--- src/rtl/bus_arbiter_pkg.sv ---
// Shared bus definitions for the system-bus arbiter and its round-robin picker.
// Covers active-low strobe levels, master indices and arbiter state encodings.
package bus_arbiter_pkg;

  localparam logic ENABLE_  = 1'b0;
  localparam logic DISABLE_ = 1'b1;

  localparam int NUM_MASTERS = 4;
  localparam int BUS_OWNER_W = 2;

  localparam logic [BUS_OWNER_W-1:0] BUS_OWNER_MASTER_0 = 2'd0;
  localparam logic [BUS_OWNER_W-1:0] BUS_OWNER_MASTER_1 = 2'd1;
  localparam logic [BUS_OWNER_W-1:0] BUS_OWNER_MASTER_2 = 2'd2;
  localparam logic [BUS_OWNER_W-1:0] BUS_OWNER_MASTER_3 = 2'd3;

  typedef enum logic [1:0] {
    ARB_IDLE  = 2'd0,
    ARB_GRANT = 2'd1,
    ARB_BUSY  = 2'd2
  } arb_state_e;

  // One-cold grant vector selecting a single master.
  function automatic logic [NUM_MASTERS-1:0] grant_vec(input logic [BUS_OWNER_W-1:0] idx);
    grant_vec = {NUM_MASTERS{DISABLE_}};
    grant_vec[idx] = ENABLE_;
  endfunction

endpackage

--- src/rtl/bus_rr_pick.sv ---
// Combinational round-robin picker over four active-low requests.
// The search starts just after i_last and wraps, so i_last itself is considered last.
module bus_rr_pick
  import bus_arbiter_pkg::*;
(
  input  logic [NUM_MASTERS-1:0] i_req_n,
  input  logic [BUS_OWNER_W-1:0] i_last,
  output logic [BUS_OWNER_W-1:0] o_winner,
  output logic                   o_valid
);

  // Walk from the farthest offset down to the nearest so the nearest requester wins.
  always_comb begin
    logic [BUS_OWNER_W-1:0] idx;
    o_winner = i_last;
    o_valid  = 1'b0;
    idx      = '0;
    for (int k = NUM_MASTERS; k >= 1; k--) begin
      idx = i_last + BUS_OWNER_W'(k);
      if (i_req_n[idx] == ENABLE_) begin
        o_winner = idx;
        o_valid  = 1'b1;
      end
    end
  end

endmodule

--- src/rtl/bus_arbiter.sv ---
// Round-robin system-bus arbiter for four masters with active-low request/grant.
// Ownership moves only at transfer boundaries; optional preemption after MAX_XFER transfers.
module bus_arbiter
  import bus_arbiter_pkg::*;
#(
  parameter int MAX_XFER = 0,
  parameter int OWNER_W  = BUS_OWNER_W
) (
  input  logic               clk,
  input  logic               reset_,
  input  logic               m0_req_,
  input  logic               m1_req_,
  input  logic               m2_req_,
  input  logic               m3_req_,
  input  logic               m_as_,
  input  logic               m_rdy_,
  output logic               m0_grnt_,
  output logic               m1_grnt_,
  output logic               m2_grnt_,
  output logic               m3_grnt_,
  output logic [OWNER_W-1:0] owner,
  output logic               busy
);

  localparam int CNT_W = (MAX_XFER < 1) ? 1 : $clog2(MAX_XFER + 1);

  arb_state_e                r_state;
  logic [NUM_MASTERS-1:0]    r_grnt;
  logic [BUS_OWNER_W-1:0]    r_owner;
  logic [BUS_OWNER_W-1:0]    r_lastOwner;
  logic [CNT_W-1:0]          r_cnt;

  arb_state_e                w_stateNext;
  logic [NUM_MASTERS-1:0]    w_grntNext;
  logic [BUS_OWNER_W-1:0]    w_ownerNext;
  logic [BUS_OWNER_W-1:0]    w_lastNext;
  logic [CNT_W-1:0]          w_cntNext;
  logic [CNT_W-1:0]          w_cntInc;
  logic [CNT_W-1:0]          w_cntEval;
  logic                      w_decide;

  logic [NUM_MASTERS-1:0]    w_reqN;
  logic [BUS_OWNER_W-1:0]    w_pickLast;
  logic [BUS_OWNER_W-1:0]    w_pickWinner;
  logic                      w_pickValid;
  logic                      w_ownerReq;
  logic                      w_othersPending;

  assign w_reqN = {m3_req_, m2_req_, m1_req_, m0_req_};

  // While granted, rotation starts after the current owner, which is then searched last.
  assign w_pickLast      = (r_state == ARB_IDLE) ? r_lastOwner : r_owner;
  assign w_ownerReq      = (w_reqN[r_owner] == ENABLE_);
  assign w_othersPending = w_pickValid && (w_pickWinner != r_owner);
  assign w_cntInc        = (int'(r_cnt) >= MAX_XFER) ? r_cnt : r_cnt + 1'b1;

  bus_rr_pick u_pick (
    .i_req_n  (w_reqN),
    .i_last   (w_pickLast),
    .o_winner (w_pickWinner),
    .o_valid  (w_pickValid)
  );

  always_comb begin
    w_stateNext = r_state;
    w_grntNext  = r_grnt;
    w_ownerNext = r_owner;
    w_lastNext  = r_lastOwner;
    w_cntNext   = r_cnt;
    w_cntEval   = r_cnt;
    w_decide    = 1'b0;

    case (r_state)
      ARB_IDLE: begin
        if (w_pickValid) begin
          w_stateNext = ARB_GRANT;
          w_grntNext  = grant_vec(w_pickWinner);
          w_ownerNext = w_pickWinner;
          w_cntNext   = '0;
        end
      end
      ARB_GRANT: begin
        if (m_as_ == ENABLE_) begin
          if (m_rdy_ == ENABLE_) begin
            w_cntNext = w_cntInc;
          end else begin
            w_stateNext = ARB_BUSY;
          end
        end else begin
          w_decide = 1'b1;
        end
      end
      ARB_BUSY: begin
        if (m_rdy_ == ENABLE_) begin
          w_stateNext = ARB_GRANT;
          w_cntNext   = w_cntInc;
          w_cntEval   = w_cntInc;
          w_decide    = 1'b1;
        end
      end
      default: begin
        w_stateNext = ARB_IDLE;
        w_grntNext  = {NUM_MASTERS{DISABLE_}};
      end
    endcase

    // Transfer boundary: the owner may hand over on release or after its quota.
    if (w_decide) begin
      if (!w_ownerReq) begin
        w_lastNext = r_owner;
        w_cntNext  = '0;
        if (w_pickValid) begin
          w_stateNext = ARB_GRANT;
          w_grntNext  = grant_vec(w_pickWinner);
          w_ownerNext = w_pickWinner;
        end else begin
          w_stateNext = ARB_IDLE;
          w_grntNext  = {NUM_MASTERS{DISABLE_}};
        end
      end else if ((MAX_XFER != 0) && (int'(w_cntEval) >= MAX_XFER) && w_othersPending) begin
        w_stateNext = ARB_GRANT;
        w_lastNext  = r_owner;
        w_cntNext   = '0;
        w_grntNext  = grant_vec(w_pickWinner);
        w_ownerNext = w_pickWinner;
      end
    end
  end

  always_ff @(posedge clk or negedge reset_) begin
    if (!reset_) begin
      r_state     <= ARB_IDLE;
      r_grnt      <= {NUM_MASTERS{DISABLE_}};
      r_owner     <= BUS_OWNER_MASTER_0;
      r_lastOwner <= BUS_OWNER_MASTER_3;
      r_cnt       <= '0;
    end else begin
      r_state     <= w_stateNext;
      r_grnt      <= w_grntNext;
      r_owner     <= w_ownerNext;
      r_lastOwner <= w_lastNext;
      r_cnt       <= w_cntNext;
    end
  end

  assign m0_grnt_ = r_grnt[0];
  assign m1_grnt_ = r_grnt[1];
  assign m2_grnt_ = r_grnt[2];
  assign m3_grnt_ = r_grnt[3];
  assign owner    = OWNER_W'(r_owner);
  assign busy     = (r_state == ARB_BUSY);

endmodule

--- config.mk ---
export PLATFORM = sky130hd
export DESIGN_NAME = bus_arbiter
export DESIGN_NICKNAME = d
export VERILOG_FILES = /design/src/rtl/bus_arbiter_pkg.sv /design/src/rtl/bus_rr_pick.sv /design/src/rtl/bus_arbiter.sv
export SDC_FILE = /design/constraint.sdc
export NUM_CORES = 1
export LEC_CHECK = 0
export BUFFER_PORTS_ARGS = -buffer_cell sky130_fd_sc_hd__buf_2
export CAP_MARGIN = 0
export CORE_ASPECT_RATIO = 0.8
export CORE_MARGIN = 2
export CORE_UTILIZATION = 50
export CTS_CLUSTER_SIZE = 10
export DETAILED_ROUTE_END_ITERATION = 6
export PLACE_DENSITY = 0.79
export SYNTH_ARGS = -nofsm -noshare
export SYNTH_HDL_FRONTEND = slang
export SYNTH_SLANG_ARGS = --single-unit
--- constraint.sdc ---
create_clock -name clk -period 4.98 [get_ports clk]
set_input_delay 0.498 -clock clk [delete_from_list [all_inputs] [get_ports clk]]
set_output_delay 0.498 -clock clk [all_outputs]
set_load 0.05 [all_outputs]
Word level (Yosys, flattened, before mapping). Index checks and enable logic that the tools add are counted.

Register bits: 10. Latch bits: 0. Bits in writable memories: 0. ROM bits: 0. Memories kept: 0.

$add $sub $neg: 3. Multiply operators: 0. Divide/modulo/power cells: 0. Magnitude comparators: 7. Equality and inequality tests: 2. Shift operators: 0. Muxes and demuxes: 41. Bitwise gates (word level): 1. Reductions and logical operators: 4.

Operators by type and width (number): two-way mux 2 bit (15); < comparator 2 x 3 -> 1 bit, second input constant (6); two-way mux 4 bit (4); two-way mux 1 bit (13); binary-select mux 1 bit (select 2 bit) (5); case mux 4 bit (2 select lines) (1); case mux 2 bit (3 select lines) (1); adder 2 bit, second input constant (2); inverter 4 bit (1); adder 2 x 1 -> 2 bit, second input constant (1); demux 1 bit (select 2 bit) (1); == test 2 x 1 -> 1 bit, second input constant (1); == test 2 bit, second input constant (1); greater-or-equal comparator 2 x 1 -> 1 bit, second input constant (1); zero test 2 bit (1); case mux 1 bit (2 select lines) (1); AND reduction 2 bit (1); OR reduction 2 bit (1); logical AND 1 bit (1).

Longest topological paths before layout. Gate-level depths: netlist of the first run.

Depth after elaboration: 17. Depth in mapped cells: 9.

Cells and area by module. Synthesis of the first run repeated with hierarchy kept, for this count alone.

Cell total of the unflattened synthesis: 92. Area total of the unflattened synthesis: 777.0 um^2.

By module, submodules not included: bus_arbiter (times used 1, cells an instance 78, area an instance 699.4 um^2, seq. area each 257.7 um^2); bus_rr_pick (times used 1, cells an instance 14, area an instance 77.6 um^2, seq. area each 0.0 um^2).

Least setup slack after synthesis of the first run. Ideal clock, no wire load.

Kind: reg2reg. Start point: register r_state[0]. End point: register r_lastOwner[0]. Data arrival time: 2115 ps. Required time: 4898 ps. Path slack: 2783 ps. Stages on the path, launching flop included: 8. Path buffers: 1. Path through: dfrtp_1 -> inv_1 -> ha_1 -> nand2b_1 -> a221oi_2 -> o21a_2 -> buf_4 -> mux2_2.

Longest elaborated chain between the ends: 3.

RTL lines: from (decl) (line bus_arbiter.sv:27) `arb_state_e r_state;`; from (signal assigned) (line bus_arbiter.sv:138) `r_state <= w_stateNext;`; == test 2 bit; via busy (line bus_arbiter.sv:22) `output logic busy`; case mux 1 bit (2 select lines) (line bus_arbiter.sv:73) `case (r_state)`; AND reduction 2 bit (no source line); to (signal assigned) (line bus_arbiter.sv:141) `r_lastOwner <= w_lastNext;`; to (decl) (line bus_arbiter.sv:30) `logic [BUS_OWNER_W-1:0] r_lastOwner;`.

The timed path passes the listed nets, and every way through them passes these cells. A chain may end at the register's enable or synchronous reset.

Worst setup path in the final report of the first run.
Start point: register r_state[0]. End point: register r_owner[0], in the netlist owner[0].

Longest elaborated chain between the ends: 13.

RTL lines: zero test 2 bit (line bus_arbiter.sv:52, bus_arbiter.sv:73); two-way mux 2 bit (line bus_arbiter.sv:52) `assign w_pickLast = (r_state == ARB_IDLE) ? r_lastOwner : r_owner;`; adder 2 bit / binary-select mux 1 bit (select 2 bit) (equally long branches) (line bus_rr_pick.sv:19, bus_rr_pick.sv:20); binary-select mux 1 bit (select 2 bit) / two-way mux 1 bit (equally long branches) (line bus_rr_pick.sv:20) `if (i_req_n[idx] == ENABLE_) begin`; two-way mux 1 bit (not written as such) (line bus_rr_pick.sv:20); two-way mux 2 bit / two-way mux 1 bit (equally long branches) (3 in a row) (line bus_rr_pick.sv:20); two-way mux 2 bit (line bus_arbiter.sv:75) `if (w_pickValid) begin`; two-way mux 2 bit (line bus_arbiter.sv:73); two-way mux 2 bit (line bus_arbiter.sv:112) `if (w_pickValid) begin`; two-way mux 2 bit (line bus_arbiter.sv:109) `if (!w_ownerReq) begin`; two-way mux 2 bit * (line bus_arbiter.sv:108) `if (w_decide) begin`; via w_ownerNext[0] (line bus_arbiter.sv:35) `logic [BUS_OWNER_W-1:0] w_ownerNext;`; to (signal assigned) (line bus_arbiter.sv:140) `r_owner <= w_ownerNext;`; to (decl) (line bus_arbiter.sv:29) `logic [BUS_OWNER_W-1:0] r_owner;`.

Mark *: on every way through the listed nets, which the timed path passes. The rest lies on a longest branch. The select of a mux whose other input is x is not followed.

==> results of run 1 <==
critical path, stage by stage (launching register included):
cell	delay, ps
dfrtp_1	440
inv_1	130
ha_1	370
mux2i_1	740
nand2b_1	220
a21boi_0	180
o211ai_1	100
mux2_2	270
synthesized netlist by cell type, types with 3 or more instances:
cell type	count	area share, %
a21oi_1	7	4.0
dfstp_2	6	18
inv_1	6	2.6
nand2_1	6	2.6
ha_1	5	7.2
mux2_2	5	6.4
dfrtp_1	4	11
o21ai_0	4	2.3
mux2i_1	3	3.4
nand2b_1	3	2.1
nor2_1	3	1.3
nor2b_1	3	2.1
nor3_1	3	1.7
o21a_1	3	2.6
worst min-delay path by stage:
stage / startpoint / end / cells after the start
after floorplan: reset_ / owner[0] / 0
after global placement: reset_ / r_state[0] / 1
after detailed placement: reset_ / r_state[0] / 1
after CTS: reset_ / r_state[0] / 1
after global routing: reset_ / r_state[0] / 1
final: reset_ / r_state[0] / 1
routing by layer:
layer / vias up / wire, µm / track usage (%)
li1: 396 / - / -
met1: 356 / 910 / 26.4
met2: 40 / 922 / 36.3
met3: 6 / 143 / 7.55
met4: 0 / 39 / 7.03
met5: - / 0 / 0
metrics by stage:
step	std cells	hold slack, ps	worst slack (ps)
5_1_grt	133	85.9	2190
6_report	133	75.0	2430
4_1_cts	133	72.0	2470
2_1_floorplan	99	202	2780
3_3_place_gp	129	368	2570
3_5_place_dp	129	373	2470
state kept, by name, indices dropped and copies added (netlist names):
register,count
r_grnt,4
r_state,2
owner,2
r_lastOwner,2
area by class of cell:
class                      instances  area, µm²  share of cell area, %
clock buffer                       4       36.3                   3.74
tap                               22       27.5                   2.84
multi-input combinational         77        556                   57.3
sequential                        10        258                   26.6
inverter                           6       22.5                   2.32
timing repair buffer              14       70.1                   7.23
cell families after synthesis:
| logic type | synth area share [%] |
|---|---|
| AO/OA/AOI/OAI | 26.3 |
| AND/OR/NAND/NOR | 20.2 |
| buffers and inverters | 7.01 |
| flip-flops | 29.5 |
| multiplexers | 9.87 |
| adder cells (fa/ha/maj) | 7.15 |
==> results.toml, run 1 <==
[sta]
fin_tns_setup_ps = 0
max_freq_mhz = 392
fin_crit_sh_pct = 51.3
clock_skew_ps = 0.805
final-max-slew-violation-count = 0
worst_slew_pin_slew_ps = 815
max_slew_margin_pct = 44.1
setup_viol = 0
timing_hold_violations_final = 0
layout_min_cycle_time_ps = 2550
rsz0062_at_grt = "no"

[placed_design]
place_area_um2 = 933
io_buffers = 14
dp_hpwl_um = 1440
gp_congestion = 0.896

[logic_synthesis]
synth_flop_cell = "dfstp_2"
synth.distinct_cells = 42
synth_area_per_cell_um2 = 8.83
ys.warnings.count = 0
netlist_instances = 99
syn_nets = 112
synth-edff-count = 0
synth-seq-area-share_pct = 29.5
synth_seq_cells = 10
async_flop_share_pct = 100
syn-cell-area_um2 = 875

[clock_network]
clk_pin_slew_ps = 60
clock_sinks = 10
hold_buffers = 0
post_cts_buffers = 0
ctsResizeCount = 0
cts-htree-levels = 1
cts_buffers = 3
clk_latency_ps = 270
cts_root_buf = "clkbuf_4"
tritoncts = "built"
cts.path.max_buffers = 2

[worst_setup_path]
path_max_fanout = 13
cp.arrival_ps = 2710
crit_path_end = "owner[0]"
worst_ep_required_time_ps = 5140
cp-startpoint = "r_state[0]"
crit_type = "flip-flop to flip-flop"
critPathCaptureType = "flip-flop"
r2r_setup_slack_ps = 2430
r2r-start = "r_state[0]"
crit-reg2reg-capture = "owner[0]"
critPathLaunchType = "flip-flop"
reg2reg_depth = 7

[global_route]
grt_max_degree = 15
antenna_found_initial = 0
first_global_vias = 773
grt_first_pass_wirelength_um = 3490
overflow = 0
grt_usage_pct = 21.8

[routing]
drt-total-wl_um = 2020
post_drt_wl_per_cell_um = 15.2
drt_pass1_iterations = 4
drtAntennaViolNets = 0
via_count = 798
via_per_inst = 6.00
dr.first_iter.drc_count = 33
post-route-drc-count = 0

[final_layout]
antenna_cells = 0
final_cell_mix = "14 x buf_2, 7 x a21oi_1, 6 x inv_1, 6 x nand2_1, 6 x dfstp_2"
final_area_um2 = 970
drive_gt1_share_pct = 28.8
area_growth_pct = 10.9
nNetsFinal = 125
postLayoutCoreUtil_pct = 59.0
fillers = 153
final_common_cell = "buf_2"

[run]
cap_viol_max_count = 0

[hold_path]
hp-class = "input pin to asynchronous set/reset pin"

[run_status]
status = "finished, final reports clean"

[die]
io_pins = 15
dieWidth_um = 50.8
die_h_um = 41.4
coreArea_um2 = 1640
fp-row-count = 13
die-area_um2 = 2100
initial_core_util_pct = 53.2
Power of run 1 is not shown: default switching activity piles up to over one toggle a cycle in this logic, so the estimate is an artifact.
==> inputs of run 2 (changes only) <==
Settings changed: CORE_UTILIZATION 50 to 49, PLACE_DENSITY 0.79 to 0.81.
Clock period 4.98 ns to 2.2 ns, I/O delays scaled along.
==> run 2 against run 1 <==
Critical path depth rose by 1. Sequential share of layout area fell by 0.96 points. Routed wire length rose by 2.0%. Highest routed layer unchanged.
==> results.toml, run 2 (synthesis gave the netlist of run 1 again) <==
[run_status]
status = "finished, final reports clean"

[sta]
fin_crit_sh_pct = 93.0
finalWorstSetupSlack_ps = 154
layout_min_cycle_time_ps = 2050
setup_viol = 0
fin_tns_setup_ps = 0
clock_skew_ps = 3.66
final-max-slew-violation-count = 0
max_freq_mhz = 489
worst_slew_pin_slew_ps = 335
timing_hold_violations_final = 0
holdWs_ps = 309
max_slew_margin_pct = 77.5
rsz0062_at_grt = "no"

[routing]
dr.first_iter.drc_count = 41
post-route-drc-count = 0
drt-total-wl_um = 2060
via_count = 814
post_drt_wl_per_cell_um = 15.0
via_per_inst = 5.94
drt_pass1_iterations = 4
drtAntennaViolNets = 0

[clock_network]
clock_sinks = 10
cts.path.max_buffers = 2
clk_pin_slew_ps = 70
cts_buffers = 3
cts_root_buf = "clkbuf_4"
tritoncts = "built"
cts-htree-levels = 1
clk_latency_ps = 270

[worst_setup_path]
r2r_setup_slack_ps = 150
crit_chain = "inv_1, ha_1, mux2i_2, buf_4, and2_1, o21ai_0, a21oi_1, o22ai_1"
worst_ep_required_time_ps = 2400
critPathLaunchType = "flip-flop"
critPathCaptureType = "flip-flop"
path_max_fanout = 9
crit_type = "flip-flop to flip-flop"
crit_path_top_delay_cell = "dfrtp_1"
cp.arrival_ps = 2240
critPathMaxStageDelay_ps = 430

[run]
cap_viol_max_count = 0

[placed_design]
place_ws_ps = 182
gp_congestion = 0.827
io_buffers = 14
dp_hpwl_um = 1510

[die]
fp-row-count = 13
dieWidth_um = 51.2
initial_core_util_pct = 52.7
die_h_um = 41.8
coreArea_um2 = 1660
io_pins = 15
die-area_um2 = 2140

[global_route]
first_global_vias = 713
grt_usage_pct = 20.6
antenna_found_initial = 0
overflow = 0
grt_first_pass_wirelength_um = 3270
grt_max_degree = 15

[final_layout]
final_common_cell = "buf_2"
area_growth_pct = 15.0
antenna_cells = 0
nNetsFinal = 129
drive_gt1_share_pct = 31.3
largest_register = "r_grnt"
final_cell_mix = "14 x buf_2, 7 x a21oi_1, 6 x inv_1, 6 x nand2_1, 6 x dfstp_2"
largest_register_ffs = 4
fillers = 146

[hold_path]
hp-class = "input pin to flip-flop"
[run 2: path summary, 6_finish.rpt]
kind                                     start        endpoint  depth (start not counted)
worst max register to register      r_state[0]       r_grnt[3]                          8
worst min-delay path                    m_rdy_      r_state[1]                          3
min in group asynchronous               reset_      r_state[0]                          2
worst max-delay path                r_state[0]       r_grnt[3]                          8
max in group asynchronous               reset_  r_lastOwner[0]                          2
worst min register to register  r_lastOwner[1]  r_lastOwner[1]                          2
[run 2: layout make-up]
cell class	count	area (µm²)	share of cell area [%]
flip-flops and latches	10	258	25.6
clock buffers	4	36.3	3.61
repair buffers	18	103	10.2
multi-input cells	77	559	55.6
inverters	6	22.5	2.24
well taps	22	27.5	2.74
[run 2: timing repair]
| action | CTS | global route |
|---|---|---|
| setup endpoints to repair | 0 | 2 |
| resized for setup | 0 | 1 |
| setup buffers | 0 | 0 |
| hold buffers | 1 | 0 |
| hold endpoints to repair | 4 | 0 |
[run 2: critical path: cells and delay by family, from the launching register on]
kind | cells | cell delay, ps
buf+inv | 2 | 340
compound gates | 3 | 480
flops | 1 | 430
fa+ha+maj | 1 | 240
simple gates | 1 | 160
mux | 1 | 330
[run 2: per-stage QoR]
stage          instances  util, %  cell area, µm²
2_1_floorplan         99        -             875
3_3_place_gp         132     57.6             956
3_5_place_dp         132     57.6             956
4_1_cts              137     60.4            1000
5_1_grt              137     60.6            1010
6_report             137     60.6            1010
[run 2: routing by layer]
metal | share of wire, % | wire length (µm) | track usage (%)
met5 | 0 | 0 | 0
met4 | 1.6 | 33 | 11.6
met3 | 6.5 | 134 | 5.40
met2 | 48 | 980 | 30.9
met1 | 44 | 907 | 26.7
Power of run 2 is left out for the same reason.
==> inputs of run 3 (changes only) <==
Settings changed: CORE_MARGIN 2 to 1.
==> run 3 against run 2 <==
Clock-buffer cell count unchanged. First-iteration DRC count fell by 24%. Global-route usage grew 1.7 points. Non-clock buffer count up 1. Register-to-register slack better by 50 ps. Core utilization increased by 0.83 points. Critical path depth decreased by 1. Sequential cell count did not move. Worst hold slack improved by 6.5 ps. Largest cell class unchanged.
==> results.toml, run 3 (synthesis gave the netlist of run 1 again) <==
[worst_setup_path]
crit_type = "flip-flop to flip-flop"
crit_path_top_delay_cell = "dfrtp_1"
worst_ep_required_time_ps = 2360
cp.arrival_ps = 2150
crit_top_cell = "inv_1"
critPathLaunchType = "flip-flop"
critPathCaptureType = "flip-flop"
critPathMaxStageDelay_ps = 420
crit_chain = "inv_1, ha_1, inv_1, a221oi_2, o21a_2, o21ai_2, mux2_2"
path_max_fanout = 14

[final_layout]
largest_register = "r_grnt"
antenna_cells = 0
nNetsFinal = 130
final_cell_mix = "14 x buf_2, 7 x a21oi_1, 6 x inv_1, 6 x nand2_1, 6 x dfstp_2"
postLayoutCoreUtil_pct = 61.5
drive_gt1_share_pct = 31.0
final_common_cell = "buf_2"
largest_register_ffs = 4
area_growth_pct = 15.5

[run]
cap_viol_max_count = 0

[routing]
post_drt_wl_per_cell_um = 13.3
drtAntennaViolNets = 0
post-route-drc-count = 0
via_per_inst = 5.65
drt-total-wl_um = 1830
via_count = 780
drt_pass1_iterations = 4
dr.first_iter.drc_count = 31

[clock_network]
cts_root_buf = "clkbuf_4"
clk_latency_ps = 270
clock_sinks = 10
cts_buffers = 3
cts.path.max_buffers = 2
clk_pin_slew_ps = 70
tritoncts = "built"
cts-htree-levels = 1

[die]
dieWidth_um = 49.2
die-area_um2 = 1960
io_pins = 15
die_h_um = 39.8
initial_core_util_pct = 53.2
fp-row-count = 13
coreArea_um2 = 1640

[sta]
finalWorstSetupSlack_ps = 205
clock_skew_ps = 0.381
timing_hold_violations_final = 0
max_freq_mhz = 501
worst_slew_pin_slew_ps = 347
setup_viol = 0
max_slew_margin_pct = 76.7
rsz0062_at_grt = "no"
fin_crit_sh_pct = 90.7
fin_tns_setup_ps = 0
layout_min_cycle_time_ps = 1990
final-max-slew-violation-count = 0

[global_route]
first_global_vias = 706
antenna_found_initial = 0
grt_usage_pct = 22.3
top_usage_layer = "met2"
overflow = 0
gr-usage-met1_pct = 28.3
grt_use_met3_pct = 5.81
grt_max_degree = 15
met2_usage_pct = 37.7
grt_first_pass_wirelength_um = 3130

[placed_design]
io_buffers = 14
dp_hpwl_um = 1400
place_ws_ps = 222
gp_congestion = 0.821

[hold_path]
hp-class = "input pin to flip-flop"

[run_status]
status = "finished, final reports clean"
run 3: final timing paths:
path,depth (start not counted),startpoint,to,slack [ps]
worst min-delay path,3,m2_req_,r_grnt[2],320
worst max register to register,7,r_state[0],owner[1],210
worst max-delay path,7,r_state[0],owner[1],210
min in group asynchronous,2,reset_,r_state[0],340
max in group asynchronous,2,reset_,r_lastOwner[0],1610
worst min register to register,2,r_lastOwner[1],r_lastOwner[1],490
run 3: worst max-delay path, delay by kind of cell, from the launching register on:
kind	cells	cell delay (ps)
adders and majority gates	1	370
muxes	1	280
AOI/OAI and AO/OA	3	630
buffers and inverters	2	170
DFF	1	420
run 3: per-layer routing:
metal / vias to the layer above / wire (µm)
li1: 399 / -
met1: 360 / 917
met2: 19 / 809
met3: 2 / 96
met4: 0 / 8
met5: - / 0
run 3: timing repair:
item / 4_1_cts / 5_1_grt
hold buffers: 1 / 0
hold endpoints to repair: 4 / 0
setup buffers: 0 / 0
resized for setup: 0 / 0
run 3: layout make-up:
class / instances / area (µm²)
clock buffers: 4 / 36.3
fillers: 144 / 633
inverters: 6 / 22.5
multi-input cells: 77 / 556
flip-flops and latches: 10 / 258
well taps: 22 / 27.5
repair buffers: 19 / 110
run 3: stage by stage:
step | std cells | instance area (µm²) | hold slack (ps)
after floorplan | 99 | 875 | -75.6
after global placement | 133 | 963 | 94.4
after detailed placement | 133 | 963 | 96.3
after CTS | 138 | 1010 | 310
after global routing | 138 | 1010 | 325
final | 138 | 1010 | 316
Power of run 3 is left out for the same reason.
